<file path="src/rtl/barrel_dispatcher.sv">
// -----------------------------------------------------------------------------
// barrel_dispatcher
//
// Initiator side of the barrel launch interface. Decides when a barrel is
// thrown, picks a free mover slot round-robin, pulses that slot's launch
// line for PULSE_LEN cycles, and tracks each slot as busy until its mover
// reports done. After done, a slot sits in a short re-arm cooldown.
//
// Ports:
//   clk          system clock
//   rst          synchronous, active-high reset
//   enable       game running; low stops new launches
//   done         per-slot completion level from the movers
//   barrel       per-slot launch pulse (registered, at most one bit high)
//   busy         per-slot "launched, not yet done" (registered)
//   throw        high exactly while any barrel bit is high
//   launch_count number of launches issued, wraps 255 -> 0
// -----------------------------------------------------------------------------
module barrel_dispatcher #(
    parameter int NUM_BARRELS  = 4,
    parameter int SPAWN_PERIOD = 130_000_000,
    parameter int PULSE_LEN    = 2,
    parameter int REARM_CYCLES = 4
) (
    input  logic                   clk,
    input  logic                   rst,
    input  logic                   enable,
    input  logic [NUM_BARRELS-1:0] done,
    output logic [NUM_BARRELS-1:0] barrel,
    output logic [NUM_BARRELS-1:0] busy,
    output logic                   throw,
    output logic [7:0]             launch_count
);

    localparam int CNT_W = $clog2(SPAWN_PERIOD + 1);
    localparam int RR_W  = (NUM_BARRELS > 1) ? $clog2(NUM_BARRELS) : 1;

    localparam logic [CNT_W-1:0]       CNT_LAST   = CNT_W'(SPAWN_PERIOD - 1);
    localparam logic [3:0]             PULSE_LAST = 4'(PULSE_LEN - 1);
    localparam logic [3:0]             REARM_VAL  = 4'(REARM_CYCLES);
    localparam logic [RR_W-1:0]        RR_LAST    = RR_W'(NUM_BARRELS - 1);
    localparam logic [NUM_BARRELS-1:0] ONE_HOT0   = NUM_BARRELS'(1);

    typedef enum logic [1:0] {
        ST_IDLE,
        ST_WAIT,
        ST_PEND,
        ST_LAUNCH
    } state_t;

    state_t                   state_reg,  state_next;
    logic [CNT_W-1:0]         cnt_reg,    cnt_next;
    logic [3:0]               pulse_reg,  pulse_next;
    logic [RR_W-1:0]          rr_reg,     rr_next;
    logic [NUM_BARRELS-1:0]   barrel_reg, barrel_next;
    logic [7:0]               count_reg,  count_next;
    logic                     stop_reg,   stop_next;
    logic [NUM_BARRELS-1:0]   busy_reg,   busy_next;
    logic [3:0]               cool_reg  [NUM_BARRELS];
    logic [3:0]               cool_next [NUM_BARRELS];

    logic [NUM_BARRELS-1:0]   slot_free;
    logic [NUM_BARRELS-1:0]   clear_hit;
    logic [NUM_BARRELS-1:0]   set_hit;
    logic                     any_free;
    logic [RR_W-1:0]          sel_idx;
    logic [RR_W-1:0]          cand;
    logic                     launch_go;

    // -------------------------------------------------------------------------
    // Per-slot bookkeeping. Completion only counts while the slot is busy, so
    // a done level held for several cycles is seen once. The launched slot is
    // always free (busy=0, cooldown=0), so set and clear never collide.
    // -------------------------------------------------------------------------
    genvar gi;
    generate
        for (gi = 0; gi < NUM_BARRELS; gi++) begin : g_slot
            assign slot_free[gi] = !busy_reg[gi] && (cool_reg[gi] == 4'd0);
            assign clear_hit[gi] = done[gi] && busy_reg[gi];
            assign set_hit[gi]   = launch_go && (sel_idx == RR_W'(gi));

            assign busy_next[gi] = clear_hit[gi] ? 1'b0 :
                                   set_hit[gi]   ? 1'b1 : busy_reg[gi];

            assign cool_next[gi] = clear_hit[gi]           ? REARM_VAL :
                                   (cool_reg[gi] != 4'd0)  ? cool_reg[gi] - 4'd1 :
                                                             cool_reg[gi];
        end
    endgenerate

    // -------------------------------------------------------------------------
    // Round-robin pick: first free slot at or after rr, wrapping. Iterating
    // downward lets the nearest candidate overwrite farther ones. Decisions
    // use registered status, so a slot freed at an edge is eligible from the
    // next decision onward.
    // -------------------------------------------------------------------------
    always_comb begin
        any_free = 1'b0;
        sel_idx  = '0;
        cand     = '0;
        for (int i = NUM_BARRELS - 1; i >= 0; i--) begin
            cand = RR_W'((int'(rr_reg) + i) % NUM_BARRELS);
            if (slot_free[cand]) begin
                any_free = 1'b1;
                sel_idx  = cand;
            end
        end
    end

    // -------------------------------------------------------------------------
    // Launch FSM: next state and datapath updates.
    // -------------------------------------------------------------------------
    always_comb begin
        state_next  = state_reg;
        cnt_next    = cnt_reg;
        pulse_next  = pulse_reg;
        rr_next     = rr_reg;
        barrel_next = barrel_reg;
        count_next  = count_reg;
        stop_next   = stop_reg;
        launch_go   = 1'b0;

        case (state_reg)
            ST_IDLE: begin
                cnt_next = '0;
                if (enable) begin
                    state_next = ST_WAIT;
                end
            end

            ST_WAIT: begin
                if (!enable) begin
                    state_next = ST_IDLE;
                    cnt_next   = '0;
                end else if (cnt_reg == CNT_LAST) begin
                    // Period expired: launch now or park until a slot frees.
                    if (any_free) begin
                        launch_go = 1'b1;
                    end else begin
                        state_next = ST_PEND;
                    end
                end else begin
                    cnt_next = cnt_reg + CNT_W'(1);
                end
            end

            ST_PEND: begin
                if (!enable) begin
                    state_next = ST_IDLE;
                    cnt_next   = '0;
                end else if (any_free) begin
                    launch_go = 1'b1;
                end
            end

            ST_LAUNCH: begin
                // The period counter keeps running through the pulse so that
                // launch-to-launch spacing is exactly SPAWN_PERIOD.
                cnt_next = cnt_reg + CNT_W'(1);
                // Remember an enable drop anywhere in the pulse; the pulse
                // itself always runs to full length.
                if (!enable) begin
                    stop_next = 1'b1;
                end
                if (pulse_reg == PULSE_LAST) begin
                    barrel_next = '0;
                    if (stop_reg || !enable) begin
                        state_next = ST_IDLE;
                        cnt_next   = '0;
                    end else begin
                        state_next = ST_WAIT;
                    end
                end else begin
                    pulse_next = pulse_reg + 4'd1;
                end
            end

            default: begin
                state_next = ST_IDLE;
                cnt_next   = '0;
            end
        endcase

        if (launch_go) begin
            state_next  = ST_LAUNCH;
            cnt_next    = '0;
            pulse_next  = '0;
            stop_next   = 1'b0;
            barrel_next = ONE_HOT0 << sel_idx;
            count_next  = count_reg + 8'd1;
            rr_next     = (sel_idx == RR_LAST) ? '0 : sel_idx + RR_W'(1);
        end
    end

    // -------------------------------------------------------------------------
    // State registers
    // -------------------------------------------------------------------------
    always_ff @(posedge clk) begin
        if (rst) begin
            state_reg  <= ST_IDLE;
            cnt_reg    <= '0;
            pulse_reg  <= '0;
            rr_reg     <= '0;
            barrel_reg <= '0;
            count_reg  <= '0;
            stop_reg   <= 1'b0;
            busy_reg   <= '0;
            for (int i = 0; i < NUM_BARRELS; i++) begin
                cool_reg[i] <= '0;
            end
        end else begin
            state_reg  <= state_next;
            cnt_reg    <= cnt_next;
            pulse_reg  <= pulse_next;
            rr_reg     <= rr_next;
            barrel_reg <= barrel_next;
            count_reg  <= count_next;
            stop_reg   <= stop_next;
            busy_reg   <= busy_next;
            for (int i = 0; i < NUM_BARRELS; i++) begin
                cool_reg[i] <= cool_next[i];
            end
        end
    end

    assign barrel       = barrel_reg;
    assign busy         = busy_reg;
    assign throw        = |barrel_reg;
    assign launch_count = count_reg;

endmodule

</file>
<file path="config.mk">
export PLATFORM = sky130hd
export DESIGN_NAME = barrel_dispatcher
export DESIGN_NICKNAME = d
export VERILOG_FILES = /design/src/rtl/barrel_dispatcher.sv
export SDC_FILE = /design/constraint.sdc
export NUM_CORES = 1
export LEC_CHECK = 0
export ABC_AREA = 1
export CAP_MARGIN = 10
export CORE_UTILIZATION = 48
export CTS_CLUSTER_SIZE = 30
export DETAILED_ROUTE_END_ITERATION = 16
export PLACE_DENSITY = 0.67
export SLEW_MARGIN = 20
export SYNTH_ARGS = -nofsm -noshare
export SYNTH_HDL_FRONTEND = slang
export SYNTH_SLANG_ARGS = --single-unit
export TNS_END_PERCENT = 30
</file>
<file path="constraint.sdc">
create_clock -name clk -period 2.4 [get_ports clk]
set_input_delay 0.48 -clock clk [delete_from_list [all_inputs] [get_ports clk]]
set_output_delay 0.48 -clock clk [all_outputs]
set_load 0.005 [all_outputs]
</file>
==> Implementation_results.wiki, run 1 <==
{| class="wikitable"
! Metric !! Value
|-
| Outcome || complete, no violations
|-
| TritonCTS Buffers || 9
|-
| Top cells by area in the synthesized netlist || sky130_fd_sc_hd__dfxtp_1 36%, sky130_fd_sc_hd__nand2_1 10%, sky130_fd_sc_hd__inv_1 6.3%
|-
| Hold Fails Final Rpt || 0
|-
| Final cell count without fillers || 670
|-
| Worst r2r path cells || 14
|-
| Core Region || 7687 um2
|-
| Maximum fanout along the worst path || 5
|-
| Number of maximum-capacitance constraint violations || 0
|-
| Flops & latches, synth || 68
|-
| Hold crit path type || flip-flop to flip-flop
|-
| Most used cells in the layout excluding fill and tap cells || 103 x sky130_fd_sc_hd__nand2_1, 68 x sky130_fd_sc_hd__dfxtp_1, 64 x sky130_fd_sc_hd__inv_1, 61 x sky130_fd_sc_hd__nor2_1, 41 x sky130_fd_sc_hd__nand3_1
|-
| Primary flip-flop cell chosen by synthesis mapping || sky130_fd_sc_hd__dfxtp_1
|-
| Number of enable-type register cells in the synthesized netlist || 0
|-
| Required time at the endpoint of the critical path || 2.64 ns
|-
| DP HPWL || between 6000 and 7000 um
|-
| Highest achievable clock rate || 457.6 MHz
|-
| Crit path kind || flip-flop to flip-flop
|-
| Utilization after layout || about 57%
|-
| Number of flip-flops in the largest register || 27
|-
| DRT Wirelength || ~8000 um
|-
| First-iteration detailed-routing DRC count || 169
|-
| Antenna cell count || 0
|-
| Clock tree from TritonCTS || done
|-
| Crit-path leading delay family || adder cells
|-
| Critical path buffer and inverter count || 2
|-
| Setup skew after layout || between 0.01 and 0.015 ns
|-
| Number of hold buffers added after CTS || 0
|-
| Number of setup violations in the final report || 0
|-
| Launch point of the worst path || cool_reg[3][0]$_SDFFE_PP0P_
|-
| Most frequent cell on the critical path || sky130_fd_sc_hd__o21ai_0
|-
| Total number of vias || roughly 3400
|-
| Final net count || 587
|-
| Number of H-tree levels || 3
|-
| Routed wire length per instance || 11.94 um
|-
| Share of flip-flops with an asynchronous set or reset after synthesis || 0%
|-
| Largest net degree at the start of global routing || 20
|-
| Clock tree sinks || between 60 and 70
|-
| Average cell area after synthesis || 7.163 um2
|-
| Placer Congestion || between 0.9 and 1
|-
| Cell with the biggest individual delay on the critical path || sky130_fd_sc_hd__dfxtp_1
|-
| RSZ-0062 raised after global routing || false
|-
| Type of origin of the critical path || flip-flop
|-
| Effective utilization at floorplan || between 40% and 50%
|-
| Number of instances in the synthesized netlist || 531
|-
| Cells along the critical path || inv_1 -> ha_1 -> nand4_2 -> nand2_1 -> nand2_1 -> nand2_2 -> nand3_1 -> o21ai_0 -> o21ai_0 -> o21ai_2 -> inv_1 -> ha_1 -> nand3_1 -> o21ai_0
|-
| Path length in cells of the critical path || 14
|-
| Crit path capture type || flip-flop
|-
| Die width || approximately 91 um
|-
| Post-synthesis sequential area ratio || roughly 36%
|-
| DRT antenna net count || 0
|-
| Crit Reg-Reg Startpoint || cool_reg[3][0]$_SDFFE_PP0P_
|-
| Total count of max-transition violations in the final report || 0
|-
| End of the worst register-to-register path || rr_reg[1]$_SDFFE_PP0P_
|-
| Static leakage power || around 1.7 nW
|-
| Minimum clock period after layout || between 2 and 2.5 ns
|-
| Number of placed instances, taps included || 654
|-
| Most common cell after layout, fill and taps aside || sky130_fd_sc_hd__nand2_1
|-
| Area taken by multi-input logic gates || between 2000 and 2500 um2
|-
| Die area || 8285 um2
|-
| Global-route wire length before repair || around 14000 um
|-
| Reg clk slew, reported paths || ~0.080 ns
|-
| Pin slew with the least headroom to its limit || between 0.3 and 0.4 ns
|-
| Vias in the first global route || 3257
|-
| Via density per instance || ~5
|-
| Distinct cells, synth || 41
|-
| Count of buffers inserted at the top-level ports || 23
|-
| Source-to-sink clock delay at the later pin of the worst-skew pair || 0.35 ns
|-
| Ratio of final minimum period to clock period || 91.05%
|-
| Layout filler cell count || ~760
|-
| Sequential standard cell area || 1361 um2
|-
| Buffer levels on the longest clock path || 2
|-
| Post-synth top area share || approximately 36%
|-
| Synth warn || 0
|-
| Standard-cell row count || 32
|-
| First-pass detailed-route iteration total || 5
|-
| Setup TNS after final layout || 0 ns
|-
| Worst endpoint data arrival time || ~2.4 ns
|-
| Worst path max stage delay || between 0.3 and 0.4 ns
|-
| Largest voltage drop on the vdd net || 408.7 uV
|-
| Power per unit of standard cell area || 930.9 nW/um2
|-
| I/O pins || 24
|-
| Total gr overflow || 0
|-
| Initial antenna violation count || 0
|-
| Register-to-register setup slack || around 0.21 ns
|-
| Total DRC errors in the routed layout || 0
|-
| Relative slew margins || slightly below 80%
|-
| Fraction of layout cells with a size suffix above 1 || 10.56%
|-
| Root buf cell || sky130_fd_sc_hd__clkbuf_8
|-
| Global Route Usage Sum || a little over a fifth
|-
| Area Growth Syn to Fin || 14.57%
|-
| Total standard cell area after synthesis || ~3800 um2
|-
| Synthesized net count || 555
|-
| Die H || roughly 91 um
|-
| Worst setup path end || rr_reg[1]$_SDFFE_PP0P_
|-
| Area leader, netlist || sky130_fd_sc_hd__dfxtp_1
|-
| Number of buffers added for setup after CTS || 0
|}
synthesized netlist by cell type, types with 4 or more instances:
cell and instances:
sky130_fd_sc_hd__inv_1 64, sky130_fd_sc_hd__o21ai_0 17, sky130_fd_sc_hd__nor2_2 6, sky130_fd_sc_hd__nand2_1 103, sky130_fd_sc_hd__nand3_1 41, sky130_fd_sc_hd__o21ai_1 5, sky130_fd_sc_hd__nand2_2 4, sky130_fd_sc_hd__xnor2_1 6
sky130_fd_sc_hd__nor3_1 21, sky130_fd_sc_hd__dfxtp_1 68, sky130_fd_sc_hd__nor2_1 61, sky130_fd_sc_hd__xor2_1 11, sky130_fd_sc_hd__a21oi_1 37, sky130_fd_sc_hd__nor3b_1 5, sky130_fd_sc_hd__nand4_1 16, sky130_fd_sc_hd__or2_2 4
sky130_fd_sc_hd__ha_1 17, sky130_fd_sc_hd__a211oi_1 4, sky130_fd_sc_hd__inv_2 7
how the worst min path moves through the flow:
| stage | endpoint | depth (start not counted) | start | slack, ns |
|---|---|---|---|---|
| global route | launch_count[5]$_SDFFE_PP0P_ | 2 | launch_count[5]$_SDFFE_PP0P_ | 0.48 |
| finish | launch_count[5]$_SDFFE_PP0P_ | 2 | launch_count[5]$_SDFFE_PP0P_ | 0.46 |
| detailed placement | launch_count[5]$_SDFFE_PP0P_ | 2 | launch_count[5]$_SDFFE_PP0P_ | 0.45 |
| floorplan | cool_reg[0][3]$_SDFFE_PP0P_ | 1 | cool_reg[0][3]$_SDFFE_PP0P_ | 0.43 |
| global placement | launch_count[5]$_SDFFE_PP0P_ | 2 | launch_count[5]$_SDFFE_PP0P_ | 0.44 |
| CTS | launch_count[5]$_SDFFE_PP0P_ | 2 | launch_count[5]$_SDFFE_PP0P_ | 0.47 |
per-layer routing:
layer | global-route usage (%) | vias up | routed length [um]
met4 | 9.127 | 0 | 136
met1 | 28.05 | 1549 | 3943
li1 | - | 1802 | -
met3 | 3.601 | 10 | 357
met2 | 33.14 | 77 | 3561
met5 | 0 | - | 0
cell type report:
class                      count  area share (%)
multi-input combinational    382           48.61
sequential                    68           31.24
inverter                      73           6.489
timing repair buffer          29           6.316
clock buffer                  10           2.929
tap                          102           2.929
clock inverter                 6           1.493
tightest hold or removal path, cell delays in order, from the launching register on:
cell	delay, ns
sky130_fd_sc_hd__dfxtp_1	0.33
sky130_fd_sc_hd__inv_1	0.05
sky130_fd_sc_hd__a21oi_1	0.05
stage by stage:
| step | setup slack (ns) | hold WS, ns | cell area (um2) | power, mW |
|---|---|---|---|---|
| floorplan | 0.4333 | 0.4291 | 3804 | 2.788 |
| global placement | 0.2576 | 0.4442 | 4148 | 3.070 |
| detailed placement | 0.1635 | 0.4510 | 4148 | 3.127 |
| CTS | 0.1463 | 0.4692 | 4340 | 4.065 |
| global route | 0.002043 | 0.4838 | 4358 | 4.456 |
| finish | 0.2148 | 0.4636 | 4358 | 4.057 |
cell families (layout without fill, tap and decap cells):
kind of cell             after synthesis  count (layout)  share of synthesized area (%)
adder cells (fa/ha/maj)               17              17                          5.592
flip-flops                            68              68                          35.79
XOR/XNOR                              18              18                          4.342
buffers and inverters                 81             118                          8.980
AO/OA/AOI/OAI                         72              72                          10.20
AND/OR/NAND/NOR                      275             275                          35.10
where the power goes:
group	total, mW	switching [mW]	leakage, nW	internal [mW]
clock	0.932	0.452	0.0962	0.480
combinational	1.72	1.08	1.00	0.642
sequential	1.40	0.123	0.552	1.28
timing repair:
item,4_1_cts,5_1_grt
setup endpoints to repair,0,7
gates resized for setup,0,4
endpoints found under the hold margin,0,0
Power figures use the tool's default switching activity.
==> run 2: changes to the inputs <==
==> constraint.sdc (replaced) <==
create_clock -name clk -period 2.4 [get_ports clk]
set_input_delay 0.36 -clock clk [delete_from_list [all_inputs] [get_ports clk]]
set_output_delay 0.36 -clock clk [all_outputs]
set_load 0.005 [all_outputs]
==> run 2 against run 1 <==
Effect of this change: the flow now finishes with violations (DRC); largest power group unchanged; highest routed layer unchanged; worst hold slack better by 0.0040 ns; first-iteration DRC count up 5.9%; via count down 0.93%; sequential cell count unchanged; global-route usage down 0.65 points; sequential share of layout area up 0.27 points; utilization down 0.44 points; critical path depth down 2; register-to-register slack worse by 0.02 ns; non-clock buffer count down 3; clock power down 3.6%; cell count down 0.60%.
==> Implementation_results.wiki, run 2 (synthesis gave the netlist of run 1 again) <==
{| class="wikitable"
! Metric !! Value
|-
| Outcome || finished with violations
|-
| Violated checks || DRC
|-
| Count of buffers inserted at the top-level ports || 23 (unchanged)
|-
| Antenna cell count || 0 (unchanged)
|-
| Fraction of layout cells with a size suffix above 1 || 10.11% (-0.46 points)
|-
| Total DRC errors in the routed layout || 1 (+1)
|-
| Die width || 91.02 um (unchanged)
|-
| Critical path buffer and inverter count || 0 (-2)
|-
| Maximum fanout along the worst path || 4 (-1)
|-
| Largest voltage drop on the vdd net || 362.8 uV (-11%)
|-
| Total gr overflow || 0 (unchanged)
|-
| RSZ-0062 raised after global routing || false
|-
| Most frequent cell on the critical path || sky130_fd_sc_hd__nand2_1
|-
| Number of hold buffers added after CTS || 0 (unchanged)
|-
| Routed wire length per instance || 11.85 um (-0.69%)
|-
| First-pass detailed-route iteration total || 11 (+6)
|-
| Setup TNS after final layout || 0 ns (unchanged)
|-
| Via density per instance || 5.114 (-0.34%)
|-
| Die area || 8285 um2 (unchanged)
|-
| Worst path max stage delay || 0.39 ns (+0.06 ns)
|-
| Largest net degree at the start of global routing || 20 (unchanged)
|-
| Global-route wire length before repair || 13680 um (-3.0%)
|-
| Hold crit path type || flip-flop to flip-flop
|-
| TritonCTS Buffers || 9 (unchanged)
|-
| Cells along the critical path || ha_1 -> nand2_1 -> nor2_2 -> nand3_1 -> nor2_2 -> nand4_1 -> nor2_1 -> nand2_1 -> nor3_1 -> nand3_1 -> nand2_1 -> nor2_1
|-
| DRT Wirelength || 7895 um (-1.3%)
|-
| Number of setup violations in the final report || 0 (unchanged)
|-
| Number of maximum-capacitance constraint violations || 0 (unchanged)
|-
| Area Growth Syn to Fin || 13.68%
|-
| Relative slew margins || 66.23% (-12 points)
|-
| Number of H-tree levels || 3 (unchanged)
|-
| Initial antenna violation count || 0 (unchanged)
|-
| Vias in the first global route || 3127 (-4.0%)
|-
| Pin slew with the least headroom to its limit || 0.5060 ns (+0.1860 ns)
|-
| Crit-path leading delay family || simple AND/OR/NAND/NOR gates
|-
| Power per unit of standard cell area || 924.4 nW/um2 (-0.70%)
|-
| Global Route Usage Sum || 20.32% (-0.65 points)
|-
| Reg clk slew, reported paths || 0.07 ns (about the same)
|-
| Clock tree sinks || 68 (unchanged)
|-
| Crit path capture type || flip-flop
|-
| Cell with the biggest individual delay on the critical path || sky130_fd_sc_hd__dfxtp_1
|-
| Worst setup slack after layout || 0.1915 ns (-0.02328 ns)
|-
| Setup skew after layout || 0.004980 ns (-0.005482 ns)
|-
| Hold Fails Final Rpt || 0 (unchanged)
|-
| Buffer levels on the longest clock path || 2 (unchanged)
|-
| Core Region || 7687 um2 (unchanged)
|-
| Static leakage power || 1.636 nW (-0.89%)
|-
| Most used cells in the layout excluding fill and tap cells || 103 x sky130_fd_sc_hd__nand2_1, 67 x sky130_fd_sc_hd__dfxtp_1, 64 x sky130_fd_sc_hd__inv_1, 61 x sky130_fd_sc_hd__nor2_1, 41 x sky130_fd_sc_hd__nand3_1
|-
| Root buf cell || sky130_fd_sc_hd__clkbuf_8
|-
| First-iteration detailed-routing DRC count || 179 (+5.9%)
|-
| Utilization after layout || 56.25% (-0.44 points)
|-
| Die H || 91.02 um (unchanged)
|-
| Standard-cell row count || 32 (unchanged)
|-
| Type of origin of the critical path || flip-flop
|-
| Worst r2r path cells || 12 (-2)
|-
| Path length in cells of the critical path || 12 (-2)
|-
| DP HPWL || 5911 um (-1.5%)
|-
| Final net count || 584 (-0.51%)
|-
| Effective utilization at floorplan || 49.48% (unchanged)
|-
| Number of flip-flops in the largest register || 27 (unchanged)
|-
| Total of cells resized after clock tree synthesis || 0 (unchanged)
|-
| Crit path kind || flip-flop to flip-flop
|-
| Source-to-sink clock delay at the later pin of the worst-skew pair || 0.34 ns (about the same)
|-
| Hold Crit Depth || 2 (unchanged)
|-
| Minimum clock period after layout || 2.208 ns (+0.02328 ns)
|-
| Most common cell after layout, fill and taps aside || sky130_fd_sc_hd__nand2_1
|-
| Layout filler cell count || 740 (-2.4%)
|-
| Setup Slack @ Placement || 0.1856 ns (+0.02210 ns)
|-
| I/O pins || 24 (unchanged)
|-
| Worst endpoint data arrival time || 2.44 ns (+0.02 ns)
|-
| Highest achievable clock rate || 452.8 MHz (-1.1%)
|-
| Ratio of final minimum period to clock period || 92.02% (+0.97 points)
|-
| Required time at the endpoint of the critical path || 2.63 ns (about the same)
|-
| Placer Congestion || 0.9176 (+1.8%)
|-
| DRT antenna net count || 0 (unchanged)
|-
| Total number of vias || 3406 (-0.93%)
|-
| Total count of max-transition violations in the final report || 0 (unchanged)
|-
| Clock tree from TritonCTS || done
|-
| Number of buffers added for setup after CTS || 0 (unchanged)
|}
## run 2: cell count changes in the layout (fill, tap and decap cells not counted), sizes merged
cell      delta
buf          -3
bufinv       -1
clkbuf       +4
clkinv       -3
clkinvlp     -1
## run 2: routing by layer
metal	vias up	track usage, %	share of wire [%]
met5	-	0	0
met4	0	7.804	1.3
met3	10	4.774	4.7
met2	72	30.68	42
met1	1529	27.96	52
li1	1795	-	-
## run 2: worst min-delay path, stage by stage (launching register included)
cell and delay [ns]:
sky130_fd_sc_hd__dfxtp_1 0.33, sky130_fd_sc_hd__inv_1 0.05, sky130_fd_sc_hd__a21oi_1 0.05
## run 2: worst paths after layout
| path | slack, ns | startpoint | to |
|---|---|---|---|
| setup reg to reg | 0.19 | cnt_reg[0]$_SDFFE_PP0P_ | cnt_reg[22]$_SDFFE_PP0P_ |
| hold / removal | 0.47 | launch_count[5]$_SDFFE_PP0P_ | launch_count[5]$_SDFFE_PP0P_ |
| hold reg to reg | 0.47 | launch_count[5]$_SDFFE_PP0P_ | launch_count[5]$_SDFFE_PP0P_ |
| setup / recovery | 0.19 | cnt_reg[0]$_SDFFE_PP0P_ | cnt_reg[22]$_SDFFE_PP0P_ |
## run 2: power breakdown
group / switching (mW) / total [mW] / internal (mW)
Sequential: 0.131 / 1.41 / 1.28
Clock: 0.416 / 0.898 / 0.482
Combinational: 1.05 / 1.69 / 0.637
## run 2: area by class of cell
| type | count | area [um2] | area share, % |
|---|---|---|---|
| sequential | 68 | 1363 | 31.51 |
| timing repair buffer | 26 | 252.7 | 5.845 |
| multi-input combinational | 382 | 2111 | 48.81 |
| clock buffer | 14 | 182.7 | 4.225 |
| clock inverter | 1 | 5.005 | 0.1157 |
| inverter | 73 | 282.8 | 6.539 |
| tap | 102 | 127.6 | 2.951 |
## run 2: metrics by stage
stage / cells / hold slack, ns / total power [mW] / cell area (um2)
after floorplan: 531 / 0.4291 / 2.788 / 3804
after global placement: 651 / 0.4455 / 3.053 / 4125
after detailed placement: 651 / 0.4508 / 3.093 / 4125
after CTS: 666 / 0.4665 / 4.004 / 4313
after global routing: 666 / 0.4810 / 4.348 / 4324
final: 666 / 0.4676 / 3.997 / 4324
